`config.mk`:
```
export PLATFORM = sky130hd
export DESIGN_NAME = uart_tx_fifo_flat
export DESIGN_NICKNAME = d
export VERILOG_FILES = /design/src/rtl/uart_pkg.sv /design/src/rtl/uart_tx_fifo_if.sv /design/src/rtl/uart_tx_fifo_sync_fifo.sv /design/src/rtl/uart_tx_fifo.sv /design/src/flat_wrapper.sv
export SDC_FILE = /design/constraint.sdc
export NUM_CORES = 1
export LEC_CHECK = 0
export BUFFER_PORTS_ARGS = -buffer_cell sky130_fd_sc_hd__buf_2
export CORE_ASPECT_RATIO = 0.6
export CORE_MARGIN = 2
export CORE_UTILIZATION = 55
export DETAILED_ROUTE_END_ITERATION = 16
export GPL_ROUTABILITY_DRIVEN = 0
export PLACE_DENSITY = 0.72
export SKIP_LAST_GASP = 1
export SLEW_MARGIN = 10
export SYNTH_ARGS = -nofsm -noshare
export SYNTH_HDL_FRONTEND = slang
export SYNTH_SLANG_ARGS = --single-unit
```
`constraint.sdc`:
```
create_clock -name clk -period 6.75 [get_ports clk]
set_input_delay 1.35 -clock clk [delete_from_list [all_inputs] [get_ports clk]]
set_output_delay 1.35 -clock clk [all_outputs]
set_load 0.01 [all_outputs]
```
`src/rtl/uart_pkg.sv`:
```
// Shared UART definitions: TX FSM states, default sizing
// and the mmio register offsets.
package uart_pkg;

    typedef enum logic [1:0] {
        IDLE,
        START,
        DATA,
        STOP
    } uart_tx_state_t;

    localparam int BAUD_DIV_DEF   = 868;
    localparam int FIFO_DEPTH_DEF = 8;
    localparam int DATA_W_DEF     = 8;

    localparam logic [7:0] UART_TX_DATA_OFS = 8'h00;
    localparam logic [7:0] UART_TX_STAT_OFS = 8'h04;

endpackage

```
`src/rtl/uart_tx_fifo_if.sv`:
```
// mmio-facing bundle of the UART TX peripheral:
// write strobe, overflow clear and the polled status.
interface uart_tx_fifo_if #(
    parameter int DATA_W     = 8,
    parameter int FIFO_DEPTH = 8
);
    localparam int LEVEL_W = $clog2(FIFO_DEPTH) + 1;

    logic               wr_en;
    logic [DATA_W-1:0]  wr_data;
    logic               ovf_clr;
    logic               tx_busy;
    logic               tx_empty;
    logic               tx_full;
    logic [LEVEL_W-1:0] tx_level;
    logic               overflow;

    modport master (
        output wr_en, wr_data, ovf_clr,
        input  tx_busy, tx_empty, tx_full, tx_level, overflow
    );

    modport slave (
        input  wr_en, wr_data, ovf_clr,
        output tx_busy, tx_empty, tx_full, tx_level, overflow
    );

endinterface

```
`src/rtl/uart_tx_fifo_sync_fifo.sv`:
```
// Single-clock circular FIFO with occupancy count.
// A push while full is taken only if a pop happens in the same cycle.
module sync_fifo #(
    parameter int WIDTH = 8,
    parameter int DEPTH = 8,
    localparam int AW   = $clog2(DEPTH),
    localparam int LW   = AW + 1
) (
    input  logic             clk,
    input  logic             rst_n,
    input  logic             push,
    input  logic [WIDTH-1:0] din,
    input  logic             pop,
    output logic [WIDTH-1:0] dout,
    output logic             full,
    output logic             empty,
    output logic [LW-1:0]    level
);
    logic [WIDTH-1:0] mem [DEPTH];
    logic [AW-1:0]    wr_ptr;
    logic [AW-1:0]    rd_ptr;
    logic             do_push;
    logic             do_pop;

    assign do_pop  = pop && !empty;
    assign do_push = push && (!full || do_pop);
    assign full    = level == LW'(DEPTH);
    assign empty   = level == '0;
    assign dout    = mem[rd_ptr];

    always_ff @(posedge clk) begin
        if (do_push) mem[wr_ptr] <= din;
    end

    always_ff @(posedge clk or negedge rst_n) begin
        if (!rst_n) begin
            wr_ptr <= '0;
            rd_ptr <= '0;
            level  <= '0;
        end else begin
            if (do_push) wr_ptr <= wr_ptr + 1'b1;
            if (do_pop)  rd_ptr <= rd_ptr + 1'b1;
            if (do_push && !do_pop)      level <= level + 1'b1;
            else if (do_pop && !do_push) level <= level - 1'b1;
        end
    end

endmodule

```
`src/rtl/uart_tx_fifo.sv`:
```
// Buffered 8N1 UART transmitter behind the mmio decoder.
// Bytes queue in sync_fifo and are shifted out LSB first on txd.
module uart_tx_fifo
    import uart_pkg::*;
#(
    parameter int BAUD_DIV   = BAUD_DIV_DEF,
    parameter int FIFO_DEPTH = FIFO_DEPTH_DEF,
    parameter int DATA_W     = DATA_W_DEF
) (
    input  logic          clk,
    input  logic          rst_n,
    uart_tx_fifo_if.slave bus,
    output logic          txd
);
    localparam int CNT_W = $clog2(BAUD_DIV);
    localparam int IDX_W = $clog2(DATA_W);
    localparam int LVL_W = $clog2(FIFO_DEPTH) + 1;

    uart_tx_state_t    state_q, state_d;
    logic [CNT_W-1:0]  cnt_q, cnt_d;
    logic [IDX_W-1:0]  idx_q, idx_d;
    logic [DATA_W-1:0] shift_q, shift_d;
    logic              ovf_q;
    logic              pop;
    logic              last;
    logic              drop;
    logic [DATA_W-1:0] fifo_dout;
    logic              fifo_full;
    logic              fifo_empty;
    logic [LVL_W-1:0]  fifo_level;

    sync_fifo #(
        .WIDTH (DATA_W),
        .DEPTH (FIFO_DEPTH)
    ) u_fifo (
        .clk   (clk),
        .rst_n (rst_n),
        .push  (bus.wr_en),
        .din   (bus.wr_data),
        .pop   (pop),
        .dout  (fifo_dout),
        .full  (fifo_full),
        .empty (fifo_empty),
        .level (fifo_level)
    );

    assign last = cnt_q == CNT_W'(BAUD_DIV - 1);
    assign drop = bus.wr_en && fifo_full && !pop;

    always_comb begin
        state_d = state_q;
        cnt_d   = cnt_q;
        idx_d   = idx_q;
        shift_d = shift_q;
        pop     = 1'b0;
        if (state_q != IDLE) cnt_d = last ? '0 : cnt_q + 1'b1;
        unique case (state_q)
            IDLE: begin
                if (!fifo_empty) begin
                    pop     = 1'b1;
                    shift_d = fifo_dout;
                    cnt_d   = '0;
                    state_d = START;
                end
            end
            START: begin
                if (last) begin
                    idx_d   = '0;
                    state_d = DATA;
                end
            end
            DATA: begin
                if (last) begin
                    shift_d = shift_q >> 1;
                    if (idx_q == IDX_W'(DATA_W - 1)) state_d = STOP;
                    else idx_d = idx_q + 1'b1;
                end
            end
            STOP: begin
                // chain straight into the next start bit when data is waiting
                if (last) begin
                    if (!fifo_empty) begin
                        pop     = 1'b1;
                        shift_d = fifo_dout;
                        state_d = START;
                    end else begin
                        state_d = IDLE;
                    end
                end
            end
        endcase
    end

    always_ff @(posedge clk or negedge rst_n) begin
        if (!rst_n) begin
            state_q <= IDLE;
            cnt_q   <= '0;
            idx_q   <= '0;
            shift_q <= '0;
            ovf_q   <= 1'b0;
        end else begin
            state_q <= state_d;
            cnt_q   <= cnt_d;
            idx_q   <= idx_d;
            shift_q <= shift_d;
            if (drop)             ovf_q <= 1'b1;
            else if (bus.ovf_clr) ovf_q <= 1'b0;
        end
    end

    assign txd = (state_q == START) ? 1'b0 :
                 (state_q == DATA)  ? shift_q[0] : 1'b1;

    assign bus.tx_busy  = state_q != IDLE;
    assign bus.tx_empty = fifo_empty;
    assign bus.tx_full  = fifo_full;
    assign bus.tx_level = fifo_level;
    assign bus.overflow = ovf_q;

endmodule
```
`src/flat_wrapper.sv`:
```
// flat-port wrapper written by rule: the top's interface ports become plain ports
module uart_tx_fifo_flat import uart_pkg::*;
#(
    parameter int BAUD_DIV   = BAUD_DIV_DEF,
    parameter int FIFO_DEPTH = FIFO_DEPTH_DEF,
    parameter int DATA_W     = DATA_W_DEF
)
  (clk, rst_n, txd, bus_wr_en, bus_wr_data, bus_ovf_clr, bus_tx_busy, bus_tx_empty, bus_tx_full, bus_tx_level, bus_overflow);
  uart_tx_fifo_if #(.DATA_W(DATA_W), .FIFO_DEPTH(FIFO_DEPTH)) bus_i ();
  input  logic clk;
  input  logic rst_n;
  output logic txd;
  input wire logic [$bits(bus_i.wr_en)-1:0] bus_wr_en;
  input wire logic [$bits(bus_i.wr_data)-1:0] bus_wr_data;
  input wire logic [$bits(bus_i.ovf_clr)-1:0] bus_ovf_clr;
  output wire logic [$bits(bus_i.tx_busy)-1:0] bus_tx_busy;
  output wire logic [$bits(bus_i.tx_empty)-1:0] bus_tx_empty;
  output wire logic [$bits(bus_i.tx_full)-1:0] bus_tx_full;
  output wire logic [$bits(bus_i.tx_level)-1:0] bus_tx_level;
  output wire logic [$bits(bus_i.overflow)-1:0] bus_overflow;
  assign bus_i.wr_en = bus_wr_en;
  assign bus_i.wr_data = bus_wr_data;
  assign bus_i.ovf_clr = bus_ovf_clr;
  assign bus_tx_busy = bus_i.tx_busy;
  assign bus_tx_empty = bus_i.tx_empty;
  assign bus_tx_full = bus_i.tx_full;
  assign bus_tx_level = bus_i.tx_level;
  assign bus_overflow = bus_i.overflow;
  uart_tx_fifo #(.BAUD_DIV(BAUD_DIV), .FIFO_DEPTH(FIFO_DEPTH), .DATA_W(DATA_W)) u_core (.clk(clk), .rst_n(rst_n), .bus(bus_i), .txd(txd));
endmodule
```
==> results_dict.tcl <==
set metrics [dict create \
    status "complete, no violations" \
    first_global_vias 2401 \
    place_ws_ns 3.269 \
    yosysMostFrequentCell "edfxtp_1" \
    synth_compound_gate_area_share_pct 7.959 \
    syn_area_um2 4433 \
    fin_skew_ns 0.005283 \
    p_sw_share_pct 25.31 \
    htree_levels 3 \
    cap_viol_max_count 0 \
    final_util_pct 62.31 \
    use_met2_pct 28.35 \
    post_cts_buffers 0 \
    routed_wl_mm 8.268 \
    p_int_mw 1.072 \
    area_growth_pct 10.36 \
    ys_warn_count 0 \
    leakage_nw 1.834 \
    cts_tree "yes" \
    drive_gt1_share_pct 21.36 \
    busiest_layer "met1" \
    worstPathMaxFanout 19 \
    synthXorXnorAreaFrac_pct 1.778 \
    final_hold_viol_count 0 \
    ir_drop_mv 0.1778 \
    combPwrFrac_pct 14.9 \
    crit_chain "inv_1, ha_1, a21oi_1, buf_2" \
    slowest_delay_ns 0.59 \
    setup-violations-final 0 \
    fp.coreArea_um2 7851 \
    synthDistinctLibCells 51 \
    yosysTopAreaCell "edfxtp_1" \
    async_flop_share_pct 34.69 \
    netlist_top_cells_count "edfxtp_1 (64), dfrtp_1 (34), mux4_2 (16), nand2_1 (16), inv_1 (15)" \
    synth_top_family_by_area "multiplexers" \
    die_h_um 73.54 \
    rows 25 \
    pin_count 21 \
    synth-seq-cells 98 \
    worst_slew_pin_slew_ns 1.147 \
    dp_hpwl_mm 5.618 \
    fmax_ghz 0.3128 \
    met1_usage_pct 33.40 \
    clock-sinks 98 \
    period_needed_ns 3.197 \
    vias 2488 \
    grt_max_degree 35 \
    netSwitchingPower_mw 0.3633 \
    power.density_nw_per_um2 293.4 \
    synth_flop_cell "edfxtp_1" \
    relSlewSlack_pct 22.94 \
    cp.arrival_ns 1.85 \
    synthTopCellsByArea "edfxtp_1 (43%), dfrtp_1 (19%), mux4_2 (8.1%)" \
    clkTransAtPathRegs_ns 0.06 \
    p_clk_share_pct 31.3 \
    seq_area_um2 2774 \
    fp.dieArea_um2 8817 \
    grt_setup_unrepaired "no" \
    routed_via_density 5.773 \
    cts-root-buf "clkbuf_16" \
    post-place-cells 415 \
    path_class "reg -> out" \
    multi_input_area_um2 1548 \
    fin_setup_tns_ns 0 \
    postPlaceCellArea_um2 4622 \
    dieWidth_um 119.9 \
    avgSynthCellArea_um2 14.78 \
    avgRoutedWirePerCell_um 19.18 \
    slew_violations 0 \
    netlist.area_leader.share_pct 43.35 \
    grt.total_usage_pct 20.90 \
    cp.required_ns 5.40 \
    min_period_over_period_pct 47.37 \
    fillers 593 \
    start_util_pct 56.46 \
    fin_cells 431 \
    drcViolationCount 0 \
    slowest_stage "ha_1" \
    muxShareOfSynthArea_pct 11.60 \
    io_buffers 20 \
    hold_class "reg -> reg" \
    clockBufferDepth 2 \
    cp_top_family "adder cells" \
    overflow 0 \
    synth_cells 300 \
    cts_buffers 9 \
    cts_resized 0 \
    synthAdderAreaFrac_pct 4.121 \
    cts_hold_buf 0 \
    diodes 0 \
    synth-simple-area-share_pct 9.342 \
    end_kind "primary output" \
    grtUsageMet3_pct 5.357 \
    fin_nets 344 \
    first_pass_iters 4 \
    antenna_found_initial 0 \
    seq_area_frac_synth_pct 62.55 \
    start_kind "flop" \
    clock_latency_ns 0.33 \
    stdcell_area_um2 4892 \
    drtIter0Drc 236 \
    pwr-share-seq_pct 53.8 \
    cp_num_buf_inv 2 \
    ant_nets 0 \
    grt_pass1_wl_mm 13.35 \
    synth_edf_count 64 \
    worst_slack_ns 3.553 \
    synth.net_count 326 \
]
[stage by stage]
| step | total power [mW] | hold WS, ns |
|---|---|---|
| 2_1_floorplan | 0.9247 | 0.4387 |
| 3_3_place_gp | 0.9963 | 0.4735 |
| 3_5_place_dp | 1.003 | 0.4788 |
| 4_1_cts | 1.454 | 0.4930 |
| 5_1_grt | 1.512 | 0.5112 |
| 6_report | 1.435 | 0.4885 |
[state kept, by name, indices dropped and copies added, names as in the netlist]
signal,count
u_core.idx_q,3
u_core.u_fifo.level,4
u_core.bus.overflow,1
u_core.u_fifo.rd_ptr,3
u_core.state_q,2
u_core.cnt_q,10
u_core.u_fifo.wr_ptr,3
u_core.u_fifo.mem,64
u_core.shift_q,8
[layer usage]
| layer | routed length, um | part of all wire, % | up-vias |
|---|---|---|---|
| met5 | 0 | 0 | - |
| met2 | 3619 | 44 | 75 |
| li1 | - | - | 1177 |
| met4 | 22 | 0.27 | 0 |
| met1 | 3936 | 48 | 1234 |
| met3 | 689 | 8.3 | 2 |
[final cells by class]
cell class | instances | area share [%]
flip-flops and latches | 98 | 56.70
repair buffers | 22 | 2.353
well taps | 108 | 2.762
multi-input cells | 172 | 31.64
clock buffers | 11 | 4.757
clock inverters | 5 | 0.6394
inverters | 15 | 1.151
[cell families (layout without fill, tap and decap cells)]
logic type,after synthesis,count (layout)
XOR/XNOR,9,9
buffers and inverters,30,53
adder cells (fa/ha/maj),14,14
multiplexers,30,30
AND/OR/NAND/NOR,69,69
AO/OA/AOI/OAI,50,50
flip-flops,98,98
[path summary, 6_finish.rpt]
kind / startpoint / endpoint / slack (ns) / depth (start not counted)
min in group asynchronous: rst_n / u_core.u_fifo.wr_ptr[1]$_DFFE_PN0P_ / 1.09 / 1
worst min register to register: u_core.bus.overflow$_DFFE_PN0P_ / u_core.bus.overflow$_DFFE_PN0P_ / 0.49 / 1
worst max register to register: u_core.cnt_q[0]$_DFF_PN0_ / u_core.u_fifo.level[3]$_DFFE_PN0P_ / 3.55 / 11
worst max-delay path: u_core.state_q[0]$_DFFE_PN0P_ / txd / 3.55 / 4
worst min-delay path: u_core.bus.overflow$_DFFE_PN0P_ / u_core.bus.overflow$_DFFE_PN0P_ / 0.49 / 1
max in group asynchronous: rst_n / u_core.u_fifo.rd_ptr[0]$_DFFE_PN0P_ / 5.12 / 1
[worst reg2reg max path, stage by stage (launching register included)]
cell     delay [ns]
dfrtp_1        0.41
ha_1           0.27
nor4b_4        0.40
a41oi_2        0.23
or3_1          0.48
ha_1           0.25
inv_1          0.13
ha_1           0.25
a21o_1         0.17
a21oi_1        0.18
mux2i_1        0.23
xnor2_1        0.13
[power by group through the flow]
stage	logic (mW)	clock network [mW]	registers, mW
6_report	0.214	0.449	0.773
5_1_grt	0.241	0.490	0.782
4_1_cts	0.218	0.462	0.773
3_5_place_dp	0.217	0	0.786
3_3_place_gp	0.213	0	0.783
2_1_floorplan	0.153	0	0.772
[layout by cell type, fill, tap and decap left out, types with 4 or more instances in the layout]
cell       netlist  routed
a21oi_1          8       8
a22o_1           4       4
a31oi_1          6       6
buf_2            4      20
clkbuf_16        0       9
dfrtp_1         34      33
edfxtp_1        64      64
ha_1            13      13
inv_1           15      15
mux2_2           7       7
mux2i_1          6       6
mux4_2          16      16
nand2_1         16      16
nand2b_1         7       7
nand3_1          7       7
nor2_1           8       8
nor2b_1          4       4
o21ai_0         13      13
o221ai_1         4       4
xnor2_1          6       6
Note: power is estimated with default switching activity, not from simulation.
